`src/rtl/nmr_voter_ctrl.sv`:
```
`default_nettype none
// ============================================================================
// Module   : nmr_voter_ctrl
// Purpose  : N-modular redundancy voter with per-channel fault masking,
//            resynchronisation hold window and halt on loss of majority.
// Revision : 1.0 - initial release
// ============================================================================
module nmr_voter_ctrl #(
    parameter int N_CH       = 3,
    parameter int DATA_W     = 32,
    parameter int ERR_THRESH = 4,
    parameter int RESYNC_CYC = 8
) (
    input  logic                     clk,
    input  logic                     rst_in,
    input  logic [N_CH-1:0]          ch_valid,
    input  logic [N_CH*DATA_W-1:0]   ch_data,
    output logic [DATA_W-1:0]        voted_data,
    output logic                     voted_valid,
    output logic [N_CH-1:0]          mismatch,
    output logic [N_CH-1:0]          fault_ch,
    output logic                     core_hold,
    output logic [1:0]               state
);

    localparam int c_M = N_CH / 2 + 1;

    typedef enum logic [1:0] {
        ST_NORMAL   = 2'd0,
        ST_DEGRADED = 2'd1,
        ST_RESYNC   = 2'd2,
        ST_HALT     = 2'd3
    } state_t;

    state_t              r_state;
    logic [7:0]          r_err_cnt [N_CH];
    logic [7:0]          r_resync_cnt;

    logic [N_CH-1:0]     w_part;
    logic                w_has_maj;
    logic [DATA_W-1:0]   w_maj;
    logic [N_CH-1:0]     w_mis;
    logic [N_CH-1:0]     w_new_fault;
    logic [7:0]          w_cnt_nxt [N_CH];
    logic                w_vote;
    int                  w_n;
    int                  w_active_after;

    assign state = r_state;

    always_comb begin
        w_part      = ch_valid & ~fault_ch;
        w_has_maj   = 1'b0;
        w_maj       = '0;
        w_n         = 0;
        w_mis       = '0;
        w_new_fault = '0;
        w_active_after = 0;
        // First participating channel backed by M equal words is the majority
        for (int i = 0; i < N_CH; i++) begin
            w_n = 0;
            for (int j = 0; j < N_CH; j++) begin
                if (w_part[i] && w_part[j] &&
                    ch_data[i*DATA_W +: DATA_W] == ch_data[j*DATA_W +: DATA_W])
                    w_n++;
            end
            if (!w_has_maj && w_n >= c_M) begin
                w_has_maj = 1'b1;
                w_maj     = ch_data[i*DATA_W +: DATA_W];
            end
        end
        for (int i = 0; i < N_CH; i++) begin
            if (w_has_maj)
                w_mis[i] = ~fault_ch[i] &
                           (~ch_valid[i] | (ch_data[i*DATA_W +: DATA_W] != w_maj));
            else
                w_mis[i] = ~fault_ch[i];
            w_cnt_nxt[i] = 8'd0;
            if (w_mis[i]) begin
                if (r_err_cnt[i] == 8'(ERR_THRESH - 1))
                    w_new_fault[i] = 1'b1;
                else
                    w_cnt_nxt[i] = r_err_cnt[i] + 8'd1;
            end
            if (!(fault_ch[i] || w_new_fault[i]))
                w_active_after++;
        end
        w_vote = ((r_state == ST_NORMAL) || (r_state == ST_DEGRADED)) && (|w_part);
    end

    always_ff @(posedge clk) begin
        if (rst_in) begin
            r_state      <= ST_NORMAL;
            voted_data   <= '0;
            voted_valid  <= 1'b0;
            mismatch     <= '0;
            fault_ch     <= '0;
            core_hold    <= 1'b0;
            r_resync_cnt <= 8'd0;
            for (int i = 0; i < N_CH; i++)
                r_err_cnt[i] <= 8'd0;
        end else begin
            voted_valid <= 1'b0;
            case (r_state)
                ST_NORMAL, ST_DEGRADED: begin
                    if (w_vote) begin
                        mismatch <= w_mis;
                        fault_ch <= fault_ch | w_new_fault;
                        for (int i = 0; i < N_CH; i++)
                            r_err_cnt[i] <= w_cnt_nxt[i];
                        if (!w_has_maj) begin
                            r_state   <= ST_HALT;
                            core_hold <= 1'b1;
                        end else if (|w_new_fault) begin
                            core_hold <= 1'b1;
                            if (w_active_after >= c_M) begin
                                r_state      <= ST_RESYNC;
                                r_resync_cnt <= 8'(RESYNC_CYC - 1);
                                mismatch     <= '0;
                            end else begin
                                r_state <= ST_HALT;
                            end
                        end else begin
                            voted_data  <= w_maj;
                            voted_valid <= 1'b1;
                        end
                    end
                end
                ST_RESYNC: begin
                    mismatch <= '0;
                    if (r_resync_cnt == 8'd0) begin
                        r_state   <= ST_DEGRADED;
                        core_hold <= 1'b0;
                    end else begin
                        r_resync_cnt <= r_resync_cnt - 8'd1;
                    end
                end
                default: begin
                    core_hold <= 1'b1;
                end
            endcase
        end
    end

endmodule
`default_nettype wire

```
`config.mk`:
```
export PLATFORM = sky130hd
export DESIGN_NAME = nmr_voter_ctrl
export DESIGN_NICKNAME = d
export VERILOG_FILES = /design/src/rtl/nmr_voter_ctrl.sv
export SDC_FILE = /design/constraint.sdc
export NUM_CORES = 1
export LEC_CHECK = 0
export ABC_AREA = 1
export ABC_CLOCK_PERIOD_IN_PS = 10600
export CORE_MARGIN = 4
export CORE_UTILIZATION = 42
export CTS_CLUSTER_SIZE = 28
export DETAILED_ROUTE_END_ITERATION = 8
export PLACE_DENSITY = 0.66
export REMOVE_ABC_BUFFERS = 1
export SLEW_MARGIN = 0
export SYNTH_ARGS = -nofsm -noshare
export SYNTH_HDL_FRONTEND = slang
export SYNTH_SLANG_ARGS = --single-unit
```
`constraint.sdc`:
```
create_clock -name clk -period 10.6 [get_ports clk]
set_input_delay 2.65 -clock clk [delete_from_list [all_inputs] [get_ports clk]]
set_output_delay 2.65 -clock clk [all_outputs]
set_load 0.01 [all_outputs]
```
Word-level counts from Yosys, hierarchy flattened
Memory sizes are Yosys's and may differ from the RTL's.
Index checks and enable logic that the tools add are counted.
W data, S select, Z words.
- register bits: 50
- memories kept: 1
- memory bits (writable): 24
- logic and storage cells: 163
- memories (memory ; depth ; width ; rd ports ; clocked after memory_dff ; wr ports ; RTL line ; text):
    r_err_cnt ; 3 ; 8 ; 3 ; 0 ; 3 ; 36 ; logic [7:0] r_err_cnt [N_CH];
- eq/ne operators: 21
- add/sub/neg operators: 12
- mux-type cells: 65
- order comparisons: 4
- reductions and logical operators: 31
- bitwise logic cells: 22
- operators with widths (cell ; count):
    $mux W32 ; 11
    $add A32 B2 Y32 const B ; 6
    $eq A32 B32 Y1 ; 6
    $ge A32 B3 Y1 const B ; 4
    $mux W8 ; 14
    $ne A32 B32 Y1 ; 3
    $mux W1 ; 28
    $add A8 B1 Y8 const B ; 3
    $eq A8 B2 Y1 const B ; 3
    $pmux W8 S2 ; 1
    $logic_and A1 B1 Y1 ; 12
    $mux W3 ; 4
    $ne A2 B2 Y1 const B ; 6
    $not A1 Y1 ; 10
    $logic_not A8 Y1 ; 1
    $mux W2 ; 4
    $reduce_and A4 Y1 ; 2
    $sub A8 B1 Y8 const B ; 1
    $or A1 B1 Y1 ; 6
    $pmux W3 S2 ; 1
    $reduce_and A6 Y1 ; 1
    $reduce_or A3 Y1 ; 2
    $add A1 B1 Y2 const B ; 2
    $logic_or A1 B1 Y1 ; 4
    16 further kinds ; 20

Longest topological paths before layout
- depth in word-level cells: 32
- mapped depth: 38
- gate-level depth less buffers: 38

Worst setup path before layout
Ideal clock, no wire load.
- kind: input-to-reg
- from: input ch_data[25]
- to: register r_resync_cnt[0]
- data required time: 10472 ps
- stages on the path: 34
- path buffers: 3
- path slack: 3915 ps
- data arrival time: 6558 ps
- cell sequence: clkbuf_1 > o22ai_1 > nor4_1 > o2111a_1 > nand4_1 > nor3_1 > inv_1 > ha_1 > nand3b_2 > buf_4 > buf_6 > nand4_1 > nand3_2 > nand2_1 > xor2_1 > nand2_1 > nor2_1 > nand2_1 > nor2_1 > nand3_1 > nand3_2 > inv_1 > nor2_1 > ha_1 > inv_1 > nand3_1 > nand2_1 > nand2_1 > nand3_1 > nand2_2 > nand2_2 > nand2_1 > nand2_1 > nor2_1
- cells in the longest elaborated chain, start to end: 27
- RTL lines (what ; RTL line ; text):
    start: declaration ; 17 ; input logic [N_CH*DATA_W-1:0] ch_data,
    parallel branches: the longest is 26 deep, another holds $add A32 B2 Y32 ; -- ;
    $reduce_and A6 Y1 (no line) * ; -- ;
    end signal: assignment ; 118 ; r_resync_cnt <= 8'(RESYNC_CYC - 1);
    end signal: assignment ; 135 ; r_resync_cnt <= r_resync_cnt - 8'd1;
    end: declaration ; 37 ; logic [7:0] r_resync_cnt;
Every way passes the cells marked *.
A chain may end at the register's enable or synchronous reset.

Worst setup path in the final report
- from: input ch_data[33]
- to: register r_resync_cnt[2]
- cells in the longest elaborated chain, start to end: 27
- RTL lines (what ; RTL line ; text):
    $eq A32 B32 Y1 ; 64 ; ch_data[i*DATA_W +: DATA_W] == ch_data[j*DATA_W +: DATA_W])
    $logic_and A1 B1 Y1 ; 63 ; if (w_part[i] && w_part[j] &&
    $mux W1 / $mux W32 (equally long branches) ; 63 ;
    $add A1 B1 Y2 / $add A32 B2 Y32 (equally long branches) ; 65 ; w_n++;
    $mux W32 ; 63 ;
    $add A32 B2 Y32 / $ge A32 B3 Y1 (equally long branches) ; 65, 67 ;
    $mux W32 / $mux W1 (equally long branches) ; 63, 67 ;
    $ge A32 B3 Y1 / $logic_not A1 Y1 (equally long branches) ; 67 ; if (!w_has_maj && w_n >= c_M) begin
    [... 11 more ...] ; -- ;
    $mux W1 ; 85 ; if (!(fault_ch[i] || w_new_fault[i]))
    $add A32 B2 Y32 ; 86 ; w_active_after++;
    $mux W32 ; 85 ;
    $add A32 B2 Y32 ; 86 ;
    $mux W32 ; 85 ;
    $ge A32 B3 Y1 ; 116 ; if (w_active_after >= c_M) begin
    $ne A2 B2 Y1 (no line) ; -- ;
    $reduce_and A6 Y1 (no line) * ; -- ;
Mark *: on every way between the ends. The rest lies on a longest branch, timed or not.

==> impl_metrics.json <==
{
  "r2r_start": "fault_ch[1]",
  "antenna_found_initial": 0,
  "synth.avg_cell_area_um2": 5.77,
  "num_rows": 50,
  "port_buffers": 142,
  "worstHoldEndpoint": "core_hold",
  "die_y_um": 148,
  "p_leak_nw": 4.97,
  "grt_use_total_pct": 33.6,
  "status": "finished, final reports clean",
  "post_cts_buffers": 0,
  "clk_latency_ps": 360,
  "syn2layout_area_growth_pct": 22.9,
  "ys_warn_count": 0,
  "fin_crit_ps": 9050,
  "fin_util_pct": 53.4,
  "cts_sinks": 74,
  "dpl.hpwl_mm": 30.8,
  "crit_buf_inv": 6,
  "boundaryPins": 143,
  "holdCritStartpoint": "core_hold",
  "core_area_um2": 19000,
  "cp_slowest_cell": "nor4_1",
  "fmax_ghz": 0.110,
  "grt_pass1_wl_mm": 56.0,
  "fin_nets": 1664,
  "synth_ff_type": "dfxtp_1",
  "place.gp.congestion": 1.11,
  "fin_tns_setup_ps": 0,
  "die_area_um2": 21900,
  "rsz0062_at_grt": "no",
  "postCtsHoldBufs": 0,
  "crit_family": "simple AND/OR/NAND/NOR gates",
  "relSlewSlack_pct": 22.8,
  "min_path_cells": 2,
  "wire_per_inst_um": 20.8,
  "vias_per_cell": 5.70,
  "syn_area_um2": 8230,
  "hold_slack_ps": 454,
  "yosysUniqueCellTypes": 44,
  "die_width_um": 148,
  "reg2reg_slack_ps": 4190,
  "path_common_cell": "nand3_1",
  "cts_root_buf": "clkbuf_16",
  "clock_skew_ps": 14.6,
  "critPathKind": "in -> reg",
  "drc": 0,
  "final_cell_mix": "490 x nand2_1, 213 x nor2_1, 153 x inv_1",
  "vdd_drop_max_v": 0.0000714,
  "numCtsBuffers": 9,
  "crit_fanout": 57,
  "r2r_end": "r_resync_cnt[2]",
  "start_util_pct": 43.4,
  "final-hold-violation-count": 0,
  "worstPathArrival_ps": 9260,
  "yosysSeqAreaShare_pct": 20.9,
  "synthCells": 1425,
  "slew_viol_final": 0,
  "power.density_nw_per_um2": 94.9,
  "final-setup-viol-count": 0,
  "required_ps": 10800,
  "ys_ff_latch": 74,
  "wirelength_mm": 37.7,
  "synth_edf_count": 24,
  "max-cap-violations": 0,
  "antenna_left": 0,
  "start_kind": "input pin",
  "max_stage_delay_ps": 660,
  "tritoncts": "done",
  "first_global_vias": 9295,
  "worstSetupEndpointType": "register",
  "drt_iter0_drc": 1468,
  "ctsLongestPathBuffers": 2,
  "postSynth.asyncResetShare_pct": 0,
  "tightest_slew_ps": 1160,
  "grt_max_degree": 68,
  "hp-class": "reg -> reg",
  "drtPass1Iterations": 6,
  "post-route-period-util_pct": 85.4,
  "path_clk_slew_ps": 60,
  "layout_commonest_cell": "nand2_1",
  "grt-ovfl-total": 0,
  "antenna_cells": 0,
  "n_fill_cell": 2033,
  "htree_num_levels": 3,
  "reg2regPathDepth": 28,
  "via_count": 10345,
  "drive_gt1_share_pct": 5.72,
  "ctsResizeCount": 0
}
==> synthesized netlist by cell type, types with 3 or more instances <==
cell	n	area share [%]
nand3_2	8	0.97
inv_1	153	7.0
nor2_2	6	0.46
o21ai_0	25	1.5
xor2_1	34	3.6
edfxtp_1	24	8.8
or4_1	3	0.27
clkbuf_1	6	0.27
ha_1	12	1.8
nand4_1	69	5.2
nand2_1	490	22
buf_6	10	1.4
nand3_1	118	7.2
nor3b_1	7	0.64
nor2_1	213	9.7
o211ai_1	20	1.8
o22ai_1	12	0.91
o21ai_1	14	0.85
nor3_1	4	0.24
o21ai_2	10	1.1
nand2_2	5	0.38
inv_2	14	0.64
nand3b_1	8	0.73
nor4_1	9	0.68
nand4_2	6	0.91
dfxtp_1	50	12
or2_2	7	0.53
buf_2	20	1.2
xnor2_1	31	3.3
buf_4	3	0.27
a21oi_1	18	1.1
==> cells by family (layout without fill, tap and decap cells) <==
family / after synthesis / after routing / synth area share (%)
buffers and inverters: 209 / 340 / 11.0
and+or+nand+nor: 957 / 957 / 51.1
DFF: 74 / 74 / 20.9
xor gates and xnor gates: 65 / 65 / 6.92
AOI/OAI and AO/OA: 108 / 108 / 8.26
adders and majority gates: 12 / 12 / 1.82
==> layout make-up <==
type	instances	area, um2	share of cell area, %
timing repair buffer	155	1540	15.3
inverter	169	634	6.27
clock buffer	11	255	2.52
clock inverter	5	35.0	0.346
tap	260	325	3.22
sequential	74	1720	17.0
multi-input combinational	1142	5600	55.4
==> through the flow <==
step	setup WS [ps]	power, mW	instance area, um2	cells
6_report	1550	0.960	10100	1816
3_5_place_dp	1480	0.635	9830	1800
3_3_place_gp	1640	0.634	9830	1800
5_1_grt	1130	1.00	10100	1816
2_1_floorplan	2500	0.496	7960	1385
4_1_cts	1830	0.958	10100	1816
==> per-layer routing <==
metal  share of wire [%]  vias up  track usage (%)
met3                  11       69             6.28
met5                   0        -                0
met4                 3.7        0             12.4
met1                  43     4747             48.4
li1                    -     4879                -
met2                  42      650             50.0
==> state kept, by name, indices dropped and copies added (netlist names) <==
signal and cells:
fault_ch 3, state 2, r_resync_cnt 8, core_hold 1, voted_data 32, r_err_cnt 24
mismatch 3, voted_valid 1
==> power breakdown <==
part	internal [mW]	switching, mW	leakage, nW
clock network	0.175	0.146	0.144
logic	0.111	0.188	4.16
registers	0.321	0.0197	0.674
==> how the worst max path moves through the flow <==
stage	from	endpoint	slack, ps	cells after the start
final	ch_data[33]	r_resync_cnt[2]	1550	29
after CTS	ch_data[33]	r_resync_cnt[2]	1830	36
after detailed placement	ch_data[33]	r_resync_cnt[2]	1480	36
after global placement	ch_data[33]	r_resync_cnt[0]	1640	37
after floorplan	ch_data[63]	voted_data[14]	2500	28
after global routing	ch_data[1]	r_resync_cnt[4]	1130	35
==> worst register-to-register path, delay by kind of cell (launching register included) <==
family          cells  cell delay [ps]
simple gates       19             4260
buf+inv             4              740
fa+ha+maj           2              370
flops               1              360
compound gates      2              310
xor+xnor            1              230
Power figures use the tool's default switching activity.
